## src/rtl/fbs_pkg.sv

```systemverilog
// Shared types and address helper for the frame-buffer scheduler.
package fbs_pkg;

  typedef enum logic [1:0] {
    BUF_FREE    = 2'd0,
    BUF_WRITING = 2'd1,
    BUF_READY   = 2'd2,
    BUF_READING = 2'd3
  } buf_state_t;

  typedef enum logic {
    W_IDLE   = 1'b0,
    W_ACTIVE = 1'b1
  } wr_fsm_t;

  typedef enum logic {
    R_IDLE   = 1'b0,
    R_ACTIVE = 1'b1
  } rd_fsm_t;

  // Only ever called with elaboration constants, so the multiply folds away.
  function automatic logic [31:0] buf_addr(input logic [31:0] base,
                                           input logic [31:0] frame_bytes,
                                           input int unsigned idx);
    return base + frame_bytes * 32'(idx);
  endfunction

endpackage

```

## src/rtl/fbs_pick.sv

```systemverilog
// Finds the lowest-index buffer whose 2-bit state equals the target state.
module fbs_pick #(
  parameter int NUM_BUFS = 3,
  parameter int IDX_W    = 2
) (
  input  logic [2*NUM_BUFS-1:0] state_vec,
  input  logic [1:0]            target,
  output logic                  found,
  output logic [IDX_W-1:0]      idx
);

  // Scan from the top down so the lowest matching index is the one kept.
  always_comb begin
    found = 1'b0;
    idx   = {IDX_W{1'b0}};
    for (int i = NUM_BUFS - 1; i >= 0; i--) begin
      if (state_vec[2*i +: 2] == target) begin
        found = 1'b1;
        idx   = IDX_W'(i);
      end else begin
        found = found;
        idx   = idx;
      end
    end
  end

endmodule

```

## src/rtl/frame_buffer_scheduler.sv

```systemverilog
// Triple-buffer ring arbiter between the camera writer and the LCD reader:
// hands out free buffers, publishes the newest frame and counts dropped frames.
module frame_buffer_scheduler
  import fbs_pkg::*;
#(
  parameter int          NUM_BUFS    = 3,
  parameter logic [31:0] BASE_ADDR   = 32'h0000_0000,
  parameter logic [31:0] FRAME_BYTES = 32'd153600,
  parameter int          CNT_W       = 16
) (
  input  logic             clk,
  input  logic             reset,
  input  logic             enable,
  input  logic             wr_req,
  output logic             wr_grant,
  output logic [31:0]      wr_addr,
  input  logic             wr_done,
  input  logic             rd_req,
  output logic             rd_grant,
  output logic [31:0]      rd_addr,
  input  logic             rd_done,
  output logic             frame_rdy_irq,
  input  logic             irq_ack,
  output logic [CNT_W-1:0] drop_cnt
);

  localparam int IDX_W = $clog2(NUM_BUFS);

  if (NUM_BUFS < 3) begin : g_num_bufs_check
    $error("frame_buffer_scheduler: NUM_BUFS must be >= 3");
  end

  logic [31:0] addr_tab_s [NUM_BUFS];
  for (genvar gi = 0; gi < NUM_BUFS; gi++) begin : g_addr
    assign addr_tab_s[gi] = buf_addr(BASE_ADDR, FRAME_BYTES, gi);
  end

  buf_state_t           buf_state_r [NUM_BUFS];
  buf_state_t           buf_next_s  [NUM_BUFS];
  logic [2*NUM_BUFS-1:0] state_vec_s;
  wr_fsm_t              wr_state_r, wr_next_s;
  rd_fsm_t              rd_state_r, rd_next_s;
  logic                 free_found_s, ready_found_s;
  logic [IDX_W-1:0]     free_idx_s, ready_idx_s;
  logic                 wr_take_s, wr_fin_s, rd_take_s, rd_fin_s, drop_s;
  logic                 wr_grant_r, rd_grant_r, irq_r;
  logic [31:0]          wr_addr_r, rd_addr_r;
  logic [CNT_W-1:0]     drop_r;

  // Flatten registered buffer states for the two pickers.
  always_comb begin
    state_vec_s = {2*NUM_BUFS{1'b0}};
    for (int i = 0; i < NUM_BUFS; i++) begin
      state_vec_s[2*i +: 2] = buf_state_r[i];
    end
  end

  fbs_pick #(.NUM_BUFS(NUM_BUFS), .IDX_W(IDX_W)) u_pick_free (
    .state_vec (state_vec_s),
    .target    (BUF_FREE),
    .found     (free_found_s),
    .idx       (free_idx_s)
  );

  fbs_pick #(.NUM_BUFS(NUM_BUFS), .IDX_W(IDX_W)) u_pick_ready (
    .state_vec (state_vec_s),
    .target    (BUF_READY),
    .found     (ready_found_s),
    .idx       (ready_idx_s)
  );

  // Writer/reader FSM decisions and per-buffer next state.
  always_comb begin
    wr_take_s = (wr_state_r == W_IDLE) && wr_req && enable && free_found_s;
    wr_fin_s  = (wr_state_r == W_ACTIVE) && wr_done;
    rd_take_s = (rd_state_r == R_IDLE) && rd_req && enable && ready_found_s;
    rd_fin_s  = (rd_state_r == R_ACTIVE) && rd_done;
    // A READY buffer is dropped only if the reader is not claiming it this cycle.
    drop_s    = wr_fin_s && ready_found_s && !rd_take_s;

    wr_next_s = wr_state_r;
    if (wr_take_s) begin
      wr_next_s = W_ACTIVE;
    end else if (wr_fin_s) begin
      wr_next_s = W_IDLE;
    end else begin
      wr_next_s = wr_state_r;
    end

    rd_next_s = rd_state_r;
    if (rd_take_s) begin
      rd_next_s = R_ACTIVE;
    end else if (rd_fin_s) begin
      rd_next_s = R_IDLE;
    end else begin
      rd_next_s = rd_state_r;
    end

    for (int i = 0; i < NUM_BUFS; i++) begin
      buf_next_s[i] = buf_state_r[i];
      case (buf_state_r[i])
        BUF_FREE: begin
          if (wr_take_s && (free_idx_s == IDX_W'(i))) buf_next_s[i] = BUF_WRITING;
          else                                       buf_next_s[i] = BUF_FREE;
        end
        BUF_WRITING: begin
          if (wr_fin_s) buf_next_s[i] = BUF_READY;
          else          buf_next_s[i] = BUF_WRITING;
        end
        BUF_READY: begin
          if (rd_take_s && (ready_idx_s == IDX_W'(i))) buf_next_s[i] = BUF_READING;
          else if (wr_fin_s)                          buf_next_s[i] = BUF_FREE;
          else                                        buf_next_s[i] = BUF_READY;
        end
        BUF_READING: begin
          if (rd_fin_s) buf_next_s[i] = BUF_FREE;
          else          buf_next_s[i] = BUF_READING;
        end
        default: buf_next_s[i] = BUF_FREE;
      endcase
    end
  end

  // State, grant, address, interrupt and drop-counter registers.
  always_ff @(posedge clk) begin
    if (reset) begin
      for (int i = 0; i < NUM_BUFS; i++) buf_state_r[i] <= BUF_FREE;
      wr_state_r <= W_IDLE;
      rd_state_r <= R_IDLE;
      wr_grant_r <= 1'b0;
      rd_grant_r <= 1'b0;
      wr_addr_r  <= BASE_ADDR;
      rd_addr_r  <= BASE_ADDR;
      irq_r      <= 1'b0;
      drop_r     <= {CNT_W{1'b0}};
    end else begin
      for (int i = 0; i < NUM_BUFS; i++) buf_state_r[i] <= buf_next_s[i];
      wr_state_r <= wr_next_s;
      rd_state_r <= rd_next_s;
      wr_grant_r <= wr_take_s;
      rd_grant_r <= rd_take_s;
      wr_addr_r  <= wr_take_s ? addr_tab_s[free_idx_s] : wr_addr_r;
      rd_addr_r  <= rd_take_s ? addr_tab_s[ready_idx_s] : rd_addr_r;
      irq_r      <= wr_fin_s ? 1'b1 : (irq_ack ? 1'b0 : irq_r);
      if (drop_s && (drop_r != {CNT_W{1'b1}})) drop_r <= drop_r + {{(CNT_W-1){1'b0}}, 1'b1};
      else                                     drop_r <= drop_r;
    end
  end

  assign wr_grant      = wr_grant_r;
  assign rd_grant      = rd_grant_r;
  assign wr_addr       = wr_addr_r;
  assign rd_addr       = rd_addr_r;
  assign frame_rdy_irq = irq_r;
  assign drop_cnt      = drop_r;

endmodule
```

## config.mk

```make
export PLATFORM = sky130hd
export DESIGN_NAME = frame_buffer_scheduler
export DESIGN_NICKNAME = d
export VERILOG_FILES = /design/src/rtl/fbs_pkg.sv /design/src/rtl/fbs_pick.sv /design/src/rtl/frame_buffer_scheduler.sv
export SDC_FILE = /design/constraint.sdc
export NUM_CORES = 1
export LEC_CHECK = 0
export BUFFER_PORTS_ARGS = -buffer_cell sky130_fd_sc_hd__clkbuf_2
export CAP_MARGIN = 20
export CORE_MARGIN = 1
export CORE_UTILIZATION = 51
export DETAILED_ROUTE_END_ITERATION = 10
export GPL_TIMING_DRIVEN = 0
export PLACE_DENSITY = 0.91
export SLEW_MARGIN = 20
export SYNTH_ARGS = -nofsm -noshare
export SYNTH_HDL_FRONTEND = slang
export SYNTH_SLANG_ARGS = --single-unit
```

## constraint.sdc

```tcl
create_clock -name clk -period 4.7 [get_ports clk]
set_input_delay 0.705 -clock clk [delete_from_list [all_inputs] [get_ports clk]]
set_output_delay 0.705 -clock clk [all_outputs]
set_load 0.005 [all_outputs]
```

# Word-level counts from Yosys, hierarchy flattened
# Memory sizes are Yosys's and may differ from the RTL's.
# Cells that the tools add are included.
[word_totals] output_inout_bits=83 mem_count=1 elab_cells=101 mem_bits_rw=6 reg_bits=85
[classes] n_lt_le_gt_ge=2 n_mux=42 n_reduce_logical=26 bitwise_logic=7 eq_ne=14 add_sub_neg=1
[memory_table] name="buf_state_r" depth=3 width=2 rd=3 rd_ports_with_merged_regs=0 wr=3 line="frame_buffer_scheduler.sv:38" text="buf_state_t buf_state_r [NUM_BUFS];"
[ops] operator="32-bit binary-select mux with 2-bit select" count=2
[ops] operator="32-bit two-way mux" count=4
[ops] operator="2-bit two-way mux" count=15
[ops] operator="2-bit one-hot mux with 4 select lines" count=3
[ops] operator="1-bit two-way mux" count=18
[ops] operator="1-bit logical AND" count=17
[ops] operator="16-bit by 1-bit adder with 16-bit output, second input constant" count=1
[ops] operator="2-bit == test, second input constant" count=8
[ops] operator="16-bit inequality test, second input constant" count=1
[ops] operator="2-bit by 1-bit == test with 1-bit output, second input constant" count=5
[ops] operator="2-bit zero test" count=5
[ops] operator="3-bit greater-or-equal comparator, second input constant" count=2
[ops] operator="2-bit inverter with 3-bit output" count=2
[ops] operator="2-bit nonzero test" count=3
[ops] operator="1-bit OR" count=3
[ops] operator="1-bit inverter" count=2
[ops] operator="1-bit zero test" count=1

# Logic depth before layout (Yosys ltp)
# An unclocked memory read counts as a cell.
[depth] depth_word=10 mapped_depth=10 depth_no_buf=9

# Hierarchy
# From an unflattened synthesis, not the netlist that was laid out.
[unflattened] hier_cells=275 hier_area_um2=2326.0
[by_module_without_submodules] module="frame_buffer_scheduler" cells_per_inst=249 area_each_um2=2138.3 seq_area_each_um2=660.6 n_inst=1
[by_module_without_submodules] module="fbs_pick" cells_per_inst=13 area_each_um2=93.8 seq_area_each_um2=0.0 n_inst=2

# Worst setup path before layout
# Ideal clock, no wire load.
[synth_timing] path_kind="input-to-reg" from="input port wr_done" to="register drop_r[5] (netlist: drop_cnt[5])" arrival_ns=1.688 required_ns=4.572 n_path_buf=1 setup_slack_ns=2.884 stages=6 path_cell_list="and2_2 -> o311ai_4 -> buf_6 -> nor4_1 -> xnor2_1 -> nor2_1"
[synth_between] elab_chain_cells=4
[synth_lines] element="start: declaration" line="frame_buffer_scheduler.sv:17" text="input logic wr_done,"
[synth_lines] element="1-bit logical AND" line="frame_buffer_scheduler.sv:75" text="wr_fin_s = (wr_state_r == W_ACTIVE) && wr_done;"
[synth_lines] element="1-bit logical AND (2 in series)" line="frame_buffer_scheduler.sv:79" text="drop_s = wr_fin_s && ready_found_s && !rd_take_s;"
[synth_lines] element="1-bit logical AND" line="frame_buffer_scheduler.sv:145" text="if (drop_s && (drop_r != {CNT_W{1'b1}})) drop_r <= drop_r + {{(CNT_W-1){1'b0}}, 1'b1};"
[synth_lines] element="end signal: assignment" line="frame_buffer_scheduler.sv:135" text="drop_r <= {CNT_W{1'b0}};"
[synth_lines] element="end signal: assignment" line="frame_buffer_scheduler.sv:145"
[synth_lines] element="end signal: assignment" line="frame_buffer_scheduler.sv:146" text="else drop_r <= drop_r;"
[synth_lines] element="end: declaration" line="frame_buffer_scheduler.sv:48" text="logic [CNT_W-1:0] drop_r;"
# No other way between the ends.
# A chain may end at the register's enable or synchronous reset.

# Worst setup path in the final report
[layout_timing] from="register drop_r[12] (netlist: drop_cnt[12])" to="register drop_r[15] (netlist: drop_cnt[15])"
[layout_between] elab_chain_cells=2
[layout_lines] element="parallel branches: the longest is 2 deep, another holds 16-bit by 1-bit adder with 16-bit output"
# Several ways; the timed one is not identified.

==> impl_summary.txt <==
----------------------------------------------------
[Cells and area]
  Post-route design area ... 0.00267 sq mm
  Core utilization of the finished layout ... 66.8%
  Antenna diode count ... 0
  Post-layout net count ... 357
  Synthesis-to-layout area growth ... 26.4%
  Fraction of final layout cells with drive strength greater than 1 ... 35.0%
  Fillers ... 332

[Global routing]
  Number of antenna violations at the first check in global routing ... 0
  Vias in the first global route ... 1,491
  Largest net degree at the start of global routing ... 11
  Global-route wire length before repair ... 6.22 mm
  Aggregate global-route resource usage ... 18.6%
  Grt total ovfl ... 0

[Drt]
  Router iterations before antenna repair ... 4
  Wirelength per Cell ... 10.2 um
  Via count ... 1,825
  Number of routed nets with antenna violations ... 0
  Via density ... 4.61
  Post-Route WL ... 4.02 mm
  DRC marker count from the first detailed-route iteration ... 95
  Drc violations ... 0

[Logic synthesis]
  Synthesis warning total ... 0
  Mean cell area of the mapped netlist ... 8.46 sq um
  Yosys reg bits ... 33
  Post-synthesis instance area ... 0.00211 sq mm
  Distinct cell type count after synthesis ... 45
  Leading cell type by number of instances after synthesis ... sky130_fd_sc_hd__buf_4
  Most frequently used flop master after synthesis ... sky130_fd_sc_hd__dfxtp_1
  Proportion of synthesized flip-flops having asynchronous set or reset ... 0%
  Instance count of the mapped netlist ... 250
  Most frequent cells after synthesis ... 58 x sky130_fd_sc_hd__buf_4, 33 x sky130_fd_sc_hd__dfxtp_1, 30 x sky130_fd_sc_hd__nor2_1, 13 x sky130_fd_sc_hd__a21oi_1, 13 x sky130_fd_sc_hd__xnor2_1
  Largest cells by area after synthesis ... sky130_fd_sc_hd__dfxtp_1 31%, sky130_fd_sc_hd__buf_4 21%, sky130_fd_sc_hd__xnor2_1 5.4%
  Cell type with the highest aggregate area in the netlist ... sky130_fd_sc_hd__dfxtp_1
  Top cell type's share of synthesized area ... 31.2%
  Number of enable flip-flop cells after synthesis ... 0
  Sequential element share of the synthesized area ... 31.2%

[Worst setup path]
  Largest delay share family, worst path ... simple AND/OR/NAND/NOR gates
  R2r endpoint ... drop_cnt[15]
  CP endpoint ... drop_cnt[15]
  Biggest cell delay along the critical path ... 640 ps
  Worst R2R Setup Slack ... 2700 ps
  Type of the worst setup path ... register to register
  Most prevalent standard cell on the critical path ... sky130_fd_sc_hd__nand4_1
  Peak fanout along the critical path ... 10
  Total stage count of the critical path ... 5
  Data required time of the worst path ... 4880 ps
  Worst Setup SP ... drop_cnt[12]
  Critical-path cell with the highest stage delay ... sky130_fd_sc_hd__nor4_4
  Crit path capture type ... register
  FF-to-FF path depth ... 5
  Arrival time of the worst setup path ... 2190 ps
  Cell-by-cell listing of the critical path ... nand4_1 > nor4_4 > nor2_2 > nand4_1 > mux2_1
  Buffering stage count on the worst path with inverters included ... 0
  Crit path launch type ... register
  Worst R2R Start ... drop_cnt[12]

[Floorplan]
  Die Width ... 66.4 um
  Starting utilization of the core area ... 52.9%
  Die Footprint ... 0.00441 sq mm
  Die height ... 66.4 um
  Core region area ... 0.00400 sq mm
  Row cnt ... 23
  Number of primary I/O pins ... 91

[Timing]
  Final setup violation count ... 0
  Share of the clock period used by the worst path after layout ... 42.6%
  Setup TNS Final ... 0 ps
  Fin. max-slew vios ... 0
  Number of hold-slack violations in the final timing report ... 0
  Slack of the critical path ... 2700 ps
  Post-layout min period ... 2000 ps
  RSZ-0062 raised after global routing ... false
  Worst slew pin tran ... 606 ps
  Peak clock frequency supported by timing ... 499 MHz
  Slew HR ... 59.3%
  Worst clock skew ... 7.84 ps

[Power]
  Maximum vdd ir drop ... 0.163 mV
  Post-route total power ... 641 uW
  Power per Cell Area ... 240 mW/mm^2
  Leak pwr ... 0.00129 uW

[Clocking]
  Total of hold buffers inserted after clock tree synthesis ... 0
  Post-CTS Setup Inserts ... 0
  Maximum buffer depth of the clock tree ... 2
  Clock tree from TritonCTS ... done
  Count of cells resized by post-cts repair ... 0
  H-tree level count ... 2
  Master cell of the clock root buffer ... sky130_fd_sc_hd__clkbuf_8
  Clock Sink Count ... 33
  Cts bufs inserted ... 5
  Worst-skew pair later-pin latency ... 290 ps
  Clock slew at reported path FFs ... 70 ps

[Placed design]
  Half-perimeter wire length after placement ... 3.09 mm
  Count of input and output buffers ... 39
  Placed inst area ... 0.00256 sq mm
  GPL Wtd Cong ... 0.879
  Place WS ... 2650 ps

[Flow run]
  Number of violations of the max-capacitance limit ... 0

[Hold path]
  Kind of path behind the tightest hold check ... register to register

[Outcome]
  Result of the run ... completed

----------------------------------------------------
-- how the worst min path moves through the flow --
stage | startpoint | slack (ps) | endpoint | cells after the start
floorplan | wr_addr[12] | 460 | wr_addr[12] | 2
global placement | wr_addr[12] | 460 | wr_addr[12] | 2
detailed placement | frame_rdy_irq | 480 | frame_rdy_irq | 2
CTS | frame_rdy_irq | 490 | frame_rdy_irq | 2
global route | wr_addr[12] | 510 | wr_addr[12] | 2
finish | frame_rdy_irq | 490 | frame_rdy_irq | 2
-- report_power, final --
part	switching [uW]	internal [uW]
logic	33.9	39.7
clock network	107	173
registers	3.33	283
total	145	496
-- per-layer routing --
layer  part of all wire, %  routed length [um]  global-route usage [%]
met1                    44                1790                    22.2
met2                    48                1920                    30.5
met3                   6.6                 266                    4.48
met4                   1.2                  50                    10.1
met5                     0                   0                       0
-- registers in the layout, summed over array words and instances, names as in the netlist --
register	cells
drop_cnt	16
buf_state_r	6
rd_addr	3
wr_addr	3
frame_rdy_irq	1
rd_grant	1
rd_state_r	1
wr_grant	1
wr_state_r	1
-- tightest hold or removal path: stages, from the launching register on --
cell and delay [ps]:
sky130_fd_sc_hd__dfxtp_1 310, sky130_fd_sc_hd__nand2b_1 70, sky130_fd_sc_hd__a21oi_1 60
-- final cells by class --
class                           instances  area, sq um  area share, %
Clock inverter                          1         30.0           1.12
Tap cell                               50         62.6           2.34
Clock buffer                            7         86.3           3.23
Timing Repair Buffer                   39          195           7.30
Sequential cell                        33          661           24.7
Multi-Input combinational cell        194         1140           42.6
Buffer                                 67          482           18.0
Inverter                                5         18.8          0.702
-- metrics by stage --
step / instances / hold WS (ps)
after detailed placement: 388 / 485
after global placement: 388 / 462
after floorplan: 299 / 463
final: 396 / 486
after global routing: 396 / 509
after CTS: 396 / 495
-- layout by cell type, fill, tap and decap left out, types with 2 or more instances in the layout --
master,instances
sky130_fd_sc_hd__nand3_1,3
sky130_fd_sc_hd__xnor2_1,13
sky130_fd_sc_hd__clkbuf_8,6
sky130_fd_sc_hd__a41o_1,3
sky130_fd_sc_hd__nor3_1,7
sky130_fd_sc_hd__o21ai_0,3
sky130_fd_sc_hd__nor4_2,2
sky130_fd_sc_hd__nand2_1,11
sky130_fd_sc_hd__mux2_1,2
sky130_fd_sc_hd__a21oi_1,13
sky130_fd_sc_hd__and2b_1,2
sky130_fd_sc_hd__nand2b_1,2
sky130_fd_sc_hd__mux2i_1,3
sky130_fd_sc_hd__a211oi_1,8
sky130_fd_sc_hd__dfxtp_1,33
sky130_fd_sc_hd__ha_1,4
sky130_fd_sc_hd__nor2_1,30
sky130_fd_sc_hd__buf_4,58
sky130_fd_sc_hd__nor2b_1,3
sky130_fd_sc_hd__or2b_1,2
sky130_fd_sc_hd__conb_1,50
sky130_fd_sc_hd__clkbuf_1,5
sky130_fd_sc_hd__buf_2,4
sky130_fd_sc_hd__clkbuf_2,39
sky130_fd_sc_hd__a31oi_1,2
sky130_fd_sc_hd__nor4_1,5
sky130_fd_sc_hd__nand4_1,8
sky130_fd_sc_hd__inv_1,5
-- cell families (layout without fill, tap and decap cells) --
family	Yosys count	in the layout	synth area share (%)
simple gates	88	88	23.3
xor+xnor	13	13	5.38
flops	33	33	31.2
buf+inv	72	119	23.7
other cells	1	50	0.177
compound gates	34	34	11.4
fa+ha+maj	4	4	2.37
mux	5	5	2.49
(Power assumes the default switching activity.)
